<file path="config.mk">
export PLATFORM = sky130hd
export DESIGN_NAME = text_fetch
export DESIGN_NICKNAME = d
export VERILOG_FILES = /design/src/rtl/vga_text_pkg.sv /design/src/rtl/text_fetch_glyph_shifter.sv /design/src/rtl/text_fetch.sv
export SDC_FILE = /design/constraint.sdc
export NUM_CORES = 1
export LEC_CHECK = 0
export CORE_ASPECT_RATIO = 1.5
export CORE_UTILIZATION = 48
export CTS_CLUSTER_DIAMETER = 30
export DETAILED_ROUTE_END_ITERATION = 10
export HOLD_SLACK_MARGIN = 0.03
export MAX_ROUTING_LAYER = met4
export PLACE_DENSITY = 0.86
export SETUP_SLACK_MARGIN = 0.4
export SLEW_MARGIN = 20
export SYNTH_ARGS = -nofsm -noshare
export SYNTH_HDL_FRONTEND = slang
export SYNTH_SLANG_ARGS = --single-unit
</file>
<file path="constraint.sdc">
create_clock -name i_clk -period 2.6 [get_ports i_clk]
set_input_delay 0.52 -clock i_clk [delete_from_list [all_inputs] [get_ports i_clk]]
set_output_delay 0.52 -clock i_clk [all_outputs]
set_load 0.01 [all_outputs]
</file>
<file path="src/rtl/vga_text_pkg.sv">
// Shared constants and FSM encoding for the monochrome VGA text fetch path.
// Latency: n/a (package only).
// Backpressure: n/a (package only).
package vga_text_pkg;

    localparam int          FONT_H          = 16;       // glyph lines per character
    localparam int          DEF_COLS        = 80;       // character cells per line
    localparam int          DEF_ROWS        = 30;       // character rows per frame
    localparam logic [12:0] DEF_SCREEN_BASE = 13'h1000; // word address of cell (0,0)
    localparam logic [12:0] DEF_FONT_BASE   = 13'h0000; // word address of glyph 0, line 0

    typedef enum logic [2:0] {
        IDLE     = 3'd0,
        SCR_REQ  = 3'd1,
        SCR_WAIT = 3'd2,
        FNT_REQ  = 3'd3,
        FNT_WAIT = 3'd4,
        FULL     = 3'd5
    } fetch_state_e;

endpackage

</file>
<file path="src/rtl/text_fetch_glyph_shifter.sv">
// Glyph prefetch buffer plus 8-bit serialiser producing one pixel per i_pix_en.
// Latency: o_pixel is registered, valid the cycle after i_pix_en.
// Backpressure: none; an empty buffer at a cell boundary emits 0 and flags underrun.
//
// Ports: i_clk/i_reset (async, active-high); i_clear drops buffer, shifter and
// cell count at line start; i_wr/i_wr_dat fill the buffer; i_pix_en advances a
// pixel; o_full shows buffer occupancy; o_load pulses when the shifter takes the
// buffer; o_pixel is the serial pixel; o_underrun is sticky until reset.
module glyph_shifter
    import vga_text_pkg::*;
#(
    parameter int COLS = DEF_COLS
) (
    input  logic       i_clk,
    input  logic       i_reset,
    input  logic       i_clear,
    input  logic       i_wr,
    input  logic [7:0] i_wr_dat,
    input  logic       i_pix_en,
    output logic       o_full,
    output logic       o_load,
    output logic       o_pixel,
    output logic       o_underrun
);

    localparam int CELL_W = $clog2(COLS + 1);

    logic [7:0]        buf_q, buf_d;
    logic              full_q, full_d;
    logic [7:0]        sh_q, sh_d;
    logic [2:0]        cnt_q, cnt_d;
    logic [CELL_W-1:0] cells_q, cells_d;
    logic              pixel_q, pixel_d;
    logic              underrun_q, underrun_d;
    logic              load;

    always_comb begin
        buf_d      = buf_q;
        full_d     = full_q;
        sh_d       = sh_q;
        cnt_d      = cnt_q;
        cells_d    = cells_q;
        pixel_d    = pixel_q;
        underrun_d = underrun_q;
        load       = 1'b0;

        if (i_clear) begin
            buf_d   = 8'h00;
            full_d  = 1'b0;
            sh_d    = 8'h00;
            cnt_d   = 3'd0;
            cells_d = '0;
        end else begin
            // The buffer is only written while empty, so this never races a load.
            if (i_wr) begin
                buf_d  = i_wr_dat;
                full_d = 1'b1;
            end
            if (i_pix_en) begin
                if (cnt_q != 3'd0) begin
                    pixel_d = sh_q[7];
                    sh_d    = {sh_q[6:0], 1'b0};
                    cnt_d   = cnt_q - 3'd1;
                end else if (full_q) begin
                    load    = 1'b1;
                    pixel_d = buf_q[7];
                    sh_d    = {buf_q[6:0], 1'b0};
                    cnt_d   = 3'd7;
                    full_d  = 1'b0;
                    cells_d = cells_q + CELL_W'(1);
                end else begin
                    // Past the last cell of the line, blank pixels are expected.
                    pixel_d = 1'b0;
                    if (32'(cells_q) != COLS) begin
                        underrun_d = 1'b1;
                    end
                end
            end
        end
    end

    always_ff @(posedge i_clk or posedge i_reset) begin
        if (i_reset) begin
            buf_q      <= 8'h00;
            full_q     <= 1'b0;
            sh_q       <= 8'h00;
            cnt_q      <= 3'd0;
            cells_q    <= '0;
            pixel_q    <= 1'b0;
            underrun_q <= 1'b0;
        end else begin
            buf_q      <= buf_d;
            full_q     <= full_d;
            sh_q       <= sh_d;
            cnt_q      <= cnt_d;
            cells_q    <= cells_d;
            pixel_q    <= pixel_d;
            underrun_q <= underrun_d;
        end
    end

    assign o_full     = full_q;
    assign o_load     = load;
    assign o_pixel    = pixel_q;
    assign o_underrun = underrun_q;

endmodule

</file>
<file path="src/rtl/text_fetch.sv">
// VGA text line fetcher: reads screen word then font word per cell, serialises glyph rows.
// Latency: first glyph buffered 4 cycles after i_line_start; o_pixel 1 cycle after i_pix_en.
// Backpressure: none; one request outstanding, ack assumed exactly one cycle after o_cs.
//
// Ports: i_clk, i_reset (async, active-high); i_line_start/i_y from the VGA timing
// stage; i_pix_en pixel strobe; o_pixel, o_underrun (sticky); memory initiator
// o_addr/o_cs/o_we with i_dat/i_ack.
// Optional macro TEXT_CURSOR_EN adds i_cursor_on/i_cursor_col/i_cursor_row and
// forces glyph lines 14-15 of the cursor cell to solid.
module text_fetch
    import vga_text_pkg::*;
#(
    parameter int          COLS        = DEF_COLS,
    parameter logic [12:0] SCREEN_BASE = DEF_SCREEN_BASE,
    parameter logic [12:0] FONT_BASE   = DEF_FONT_BASE
) (
    input  logic        i_clk,
    input  logic        i_reset,
    input  logic        i_line_start,
    input  logic [8:0]  i_y,
    input  logic        i_pix_en,
`ifdef TEXT_CURSOR_EN
    input  logic        i_cursor_on,
    input  logic [6:0]  i_cursor_col,
    input  logic [4:0]  i_cursor_row,
`endif
    output logic        o_pixel,
    output logic        o_underrun,
    output logic [12:0] o_addr,
    output logic        o_cs,
    output logic        o_we,
    input  logic [15:0] i_dat,
    input  logic        i_ack
);

    localparam int COL_W = $clog2(COLS + 1);

    fetch_state_e      state_q, state_d;
    logic [COL_W-1:0]  col_q, col_d;
    logic [4:0]        row_q, row_d;
    logic [3:0]        gl_q, gl_d;
    logic [7:0]        chr_q, chr_d;

    logic              buf_wr;
    logic [7:0]        buf_wr_dat;
    logic              sh_load;
    logic              sh_full;

    // Upper byte of both screen and font words carries nothing for this path.
    logic              unused_dat_hi;
    assign unused_dat_hi = ^i_dat[15:8];

    always_comb begin
        buf_wr_dat = i_dat[7:0];
`ifdef TEXT_CURSOR_EN
        if (i_cursor_on && (32'(col_q) == 32'(i_cursor_col)) &&
            (row_q == i_cursor_row) && (gl_q >= 4'd14)) begin
            buf_wr_dat = 8'hFF;
        end
`endif
    end

    always_comb begin
        state_d = state_q;
        col_d   = col_q;
        row_d   = row_q;
        gl_d    = gl_q;
        chr_d   = chr_q;
        buf_wr  = 1'b0;

        // Line start aborts whatever is in flight; an ack for the aborted
        // request then lands in SCR_REQ and is dropped.
        if (i_line_start) begin
            row_d   = i_y[8:4];
            gl_d    = i_y[3:0];
            col_d   = '0;
            state_d = SCR_REQ;
        end else begin
            unique case (state_q)
                IDLE:     state_d = IDLE;
                SCR_REQ:  state_d = SCR_WAIT;
                SCR_WAIT: begin
                    if (i_ack) begin
                        chr_d   = i_dat[7:0];
                        state_d = FNT_REQ;
                    end
                end
                FNT_REQ:  state_d = FNT_WAIT;
                FNT_WAIT: begin
                    if (i_ack) begin
                        buf_wr  = 1'b1;
                        col_d   = col_q + COL_W'(1);
                        state_d = FULL;
                    end
                end
                FULL: begin
                    if (sh_load) begin
                        state_d = (32'(col_q) == COLS) ? IDLE : SCR_REQ;
                    end
                end
                default:  state_d = IDLE;
            endcase
        end
    end

    always_comb begin
        o_cs   = 1'b0;
        o_addr = 13'h0000;
        if (state_q == SCR_REQ) begin
            o_cs   = 1'b1;
            o_addr = SCREEN_BASE + 13'(32'(row_q) * COLS) + 13'(32'(col_q));
        end else if (state_q == FNT_REQ) begin
            o_cs   = 1'b1;
            o_addr = FONT_BASE + {1'b0, chr_q, gl_q};
        end
    end

    assign o_we = 1'b0;

    always_ff @(posedge i_clk or posedge i_reset) begin
        if (i_reset) begin
            state_q <= IDLE;
            col_q   <= '0;
            row_q   <= 5'd0;
            gl_q    <= 4'd0;
            chr_q   <= 8'h00;
        end else begin
            state_q <= state_d;
            col_q   <= col_d;
            row_q   <= row_d;
            gl_q    <= gl_d;
            chr_q   <= chr_d;
        end
    end

    glyph_shifter #(
        .COLS (COLS)
    ) u_shifter (
        .i_clk      (i_clk),
        .i_reset    (i_reset),
        .i_clear    (i_line_start),
        .i_wr       (buf_wr),
        .i_wr_dat   (buf_wr_dat),
        .i_pix_en   (i_pix_en),
        .o_full     (sh_full),
        .o_load     (sh_load),
        .o_pixel    (o_pixel),
        .o_underrun (o_underrun)
    );

    // Occupancy is implied by the FULL state; kept visible for debug.
    logic unused_full;
    assign unused_full = sh_full;

endmodule

</file>
==> key figures <==
Outcome
  • Status: finished with violations
  • Violated checks: negative setup slack

Place
  • Place WS: -0.399 ns
  • Detailed-placement wirelength estimate: 4680 um
  • PortBufs: 37
  • Gpl congestion: 0.786

Route
  • DRC viols: 0
  • Routed len/inst: 16.6 um
  • Vias per cell: 5.70
  • Via count: approximately 2400
  • DR pass1 iterations: 4
  • Detail Route Antenna Nets: 0
  • Detailed Route WL: 7010 um
  • 1st-iter DRT viols: ~170

Worst setup path
  • Max stage delay on crit path: 0.49 ns
  • Crit. End Element: output pin
  • Max stage delay cell, worst path: fa_2
  • CP Cell Sequence: ha_1, ha_2, fa_2, buf_4, buf_6, xnor2_2, a211oi_2, buf_2
  • Critical Path Stages: 8
  • Buf/Inv on CP: 3
  • Crit path max fanout: 2
  • WP data arrival: 2.50 ns
  • Startpoint types: flip-flop
  • Top delay family on crit path: adder cells
  • Required time of the worst setup path: 2.08 ns
  • Critical path type: reg2out
  • Depth of the worst register-to-register path: 6

Global route
  • Vias in the first global route: 2483
  • Global-route wire length before repair: roughly 11000 um
  • Largest net degree at the start of global routing: 39
  • GR Overflow Total: 0
  • GRT Total Usage: 0.238
  • Initial antenna violation count: 0

Clock network
  • H-Tree Depth: 2
  • CTS Root Cell: clkbuf_8
  • Reg clk slew, reported paths: about 0.10 ns
  • CTS tree: done
  • Worst-skew pair later-pin latency: 0.32 ns
  • Max Root-Sink Buffers: 2
  • Num CTS Buffers: 5
  • Hold Buf Count CTS: 0
  • Clock tree sinks: 55

Floorplanning
  • Die ar.: 0.00650 mm^2
  • Core area: 0.00587 mm^2
  • Io pins: 47
  • Die X: 66.2 um
  • # rows: 34
  • Initial Util: 0.505
  • Die H: between 90 and 100 um

STA
  • Fmax: 331 MHz
  • Layout Skew: a little under 0.009 ns
  • Final Hold Violating Endpoints: 0
  • RSZ-0062 raised after global routing: yes
  • Period utilisation layout: 1.16
  • Min Tclk post-route: 3.02 ns
  • Min Hold Slack: 0.473 ns
  • Worst slew margin: 0.607
  • Worst slew pin tran: 0.586 ns
  • Worst setup margin: -0.424 ns
  • Endpoints failing setup: 6
  • Fin. max-slew vios: 0

Synthesis
  • #FFs+latches synth: 55
  • Post-Syn Area: 0.00296 mm^2
  • Gate Count Post-Synth: 289
  • Synth async-reset ratio: 1.00
  • Number of library cell types mapped by synthesis: 43
  • YS warnings: 0
  • Mean post-synth cell area: 10.3 um^2
  • Synth Flop Type: dfrtp_1
  • Post-synth EDFFs: 0
  • Sequential element share of the synthesized area: 0.465
  • Syn_nets: 336

Finish
  • Final core utilization: 0.661
  • Layout cells sized above 1: 0.257
  • Layout Nets: slightly below 400
  • Most frequent cells in the layout: 52 x dfrtp_1, 33 x nand2_1, 28 x nor2_1
  • Area Overhead vs Synth: 30.9%
  • Number of inserted diodes: 0
  • Filler cells: 449
  • Commonest non-fill, non-tap cell in the layout: dfrtp_1

Pwr
  • Net Sw Power: around 810 uW
  • Clk pwr share: 0.235
  • Logic gate share of total power: 0.356
  • Sw frac: 0.319
  • Internal: ~1700 uW
  • Leak: 0.00175 uW
  • PD cells: approximately 660 mW/mm^2
  • Sequential share of power: 0.408
  • Pwr Total: 2540 uW
  • VDD IR max: 0.501 mV

Worst hold path
  • Worst Hold Class: reg2reg
  • Hold Path Depth: 1

Job
  • MaxCap Viol Count: 0
worst paths after layout:
path | to | start | slack (ns)
worst max-delay path | o_addr[8] | row_q[3] | -0.42
worst min register to register | u_shifter.o_underrun | u_shifter.o_underrun | 0.47
min in group asynchronous | col_q[1] | i_reset | 0.56
worst max register to register | u_shifter.cnt_q[0] | u_shifter.cnt_q[0] | 0.65
worst min-delay path | u_shifter.o_underrun | u_shifter.o_underrun | 0.47
max in group asynchronous | u_shifter.sh_q[5] | i_reset | 1.43
what timing repair did:
item | CTS | global route
endpoints found under the hold margin | 0 | 0
buffers inserted | 2 | 2
pin swaps | 11 | 7
endpoints found under the setup margin | 14 | 13
gates resized for setup | 56 | 11
power by group through the flow:
stage / Clock (uW) / Combinational, uW / Sequential, uW
after floorplan: 0 / 541 / 1020
after global placement: 0 / 779 / 1050
after detailed placement: 0 / 806 / 1050
after CTS: 598 / 847 / 1040
after global routing: 644 / 980 / 1050
final: 598 / 906 / 1040
cells in the mapped netlist, drive strengths merged, types with 2 or more instances:
master,count,share of area
o2bb2ai,8,0.024
o21ai,4,0.0068
mux2i,12,0.041
ha,15,0.063
a21o,5,0.013
nand4b,2,0.0059
nor3,5,0.0084
dfrtp,55,0.46
nor4b,2,0.0059
inv,11,0.014
fa,2,0.014
buf,8,0.015
nand2,34,0.043
clkbuf,4,0.0051
a21oi,21,0.035
nand4,6,0.013
mux2,18,0.068
nand3,4,0.0068
xor2,5,0.015
nor2b,3,0.0063
nand2b,2,0.0042
nor4,5,0.011
and3,3,0.0063
nor2,29,0.038
xnor2,12,0.035
cells by family (layout without fill, tap and decap cells):
kind of cell,after synthesis,count (layout),share of synthesized area
compound gates,46,46,0.101
xor+xnor,17,17,0.0503
fa+ha+maj,17,17,0.0769
buf+inv,23,84,0.0338
flops,55,55,0.465
mux,30,30,0.109
other cells,1,1,0.00127
simple gates,100,100,0.164
metal layers:
| layer | vias up | track usage | part of all wire |
|---|---|---|---|
| met5 | - | - | 0 |
| met4 | 0 | 0.106 | 0.032 |
| met3 | 18 | 0.0374 | 0.031 |
| met2 | 58 | 0.417 | 0.57 |
| met1 | 1199 | 0.255 | 0.37 |
| li1 | 1131 | - | - |
sequential cells by signal (all words and copies together), names as in the netlist:
signal and count:
col_q 7, u_shifter.o_full 1, state_q 3, u_shifter.o_underrun 1
row_q 5, u_shifter.o_pixel 1, u_shifter.cnt_q 3, u_shifter.cells_q 7
u_shifter.buf_q 8, u_shifter.sh_q 7, gl_q 4, chr_q 8
cell type report:
class,count,area (um^2),area share
repair buffers,65,588,0.152
clock inverters,2,35.0,0.00903
clock buffers,6,82.6,0.0213
multi-input cells,211,1660,0.428
inverters,11,41.3,0.0106
flip-flops and latches,55,1380,0.356
well taps,72,90.1,0.0232
worst register-to-register path, delay by kind of cell, from the launching register on:
kind                       cells  cell delay [ns]
AOI/OAI and AO/OA              3             0.84
DFF                            1             0.41
adders and majority gates      1             0.21
and+or+nand+nor                1             0.31
buffers and inverters          1             0.08
stage by stage:
stage          area [um^2]  TNS [ns]  cells
2_1_floorplan         3000         0    289
5_1_grt               3880     -2.00    422
4_1_cts               3820     -1.37    420
6_report              3880     -1.61    422
3_3_place_gp          3580     -1.46    410
3_5_place_dp          3580     -1.64    410
Note: power is estimated with default switching activity, not from simulation.
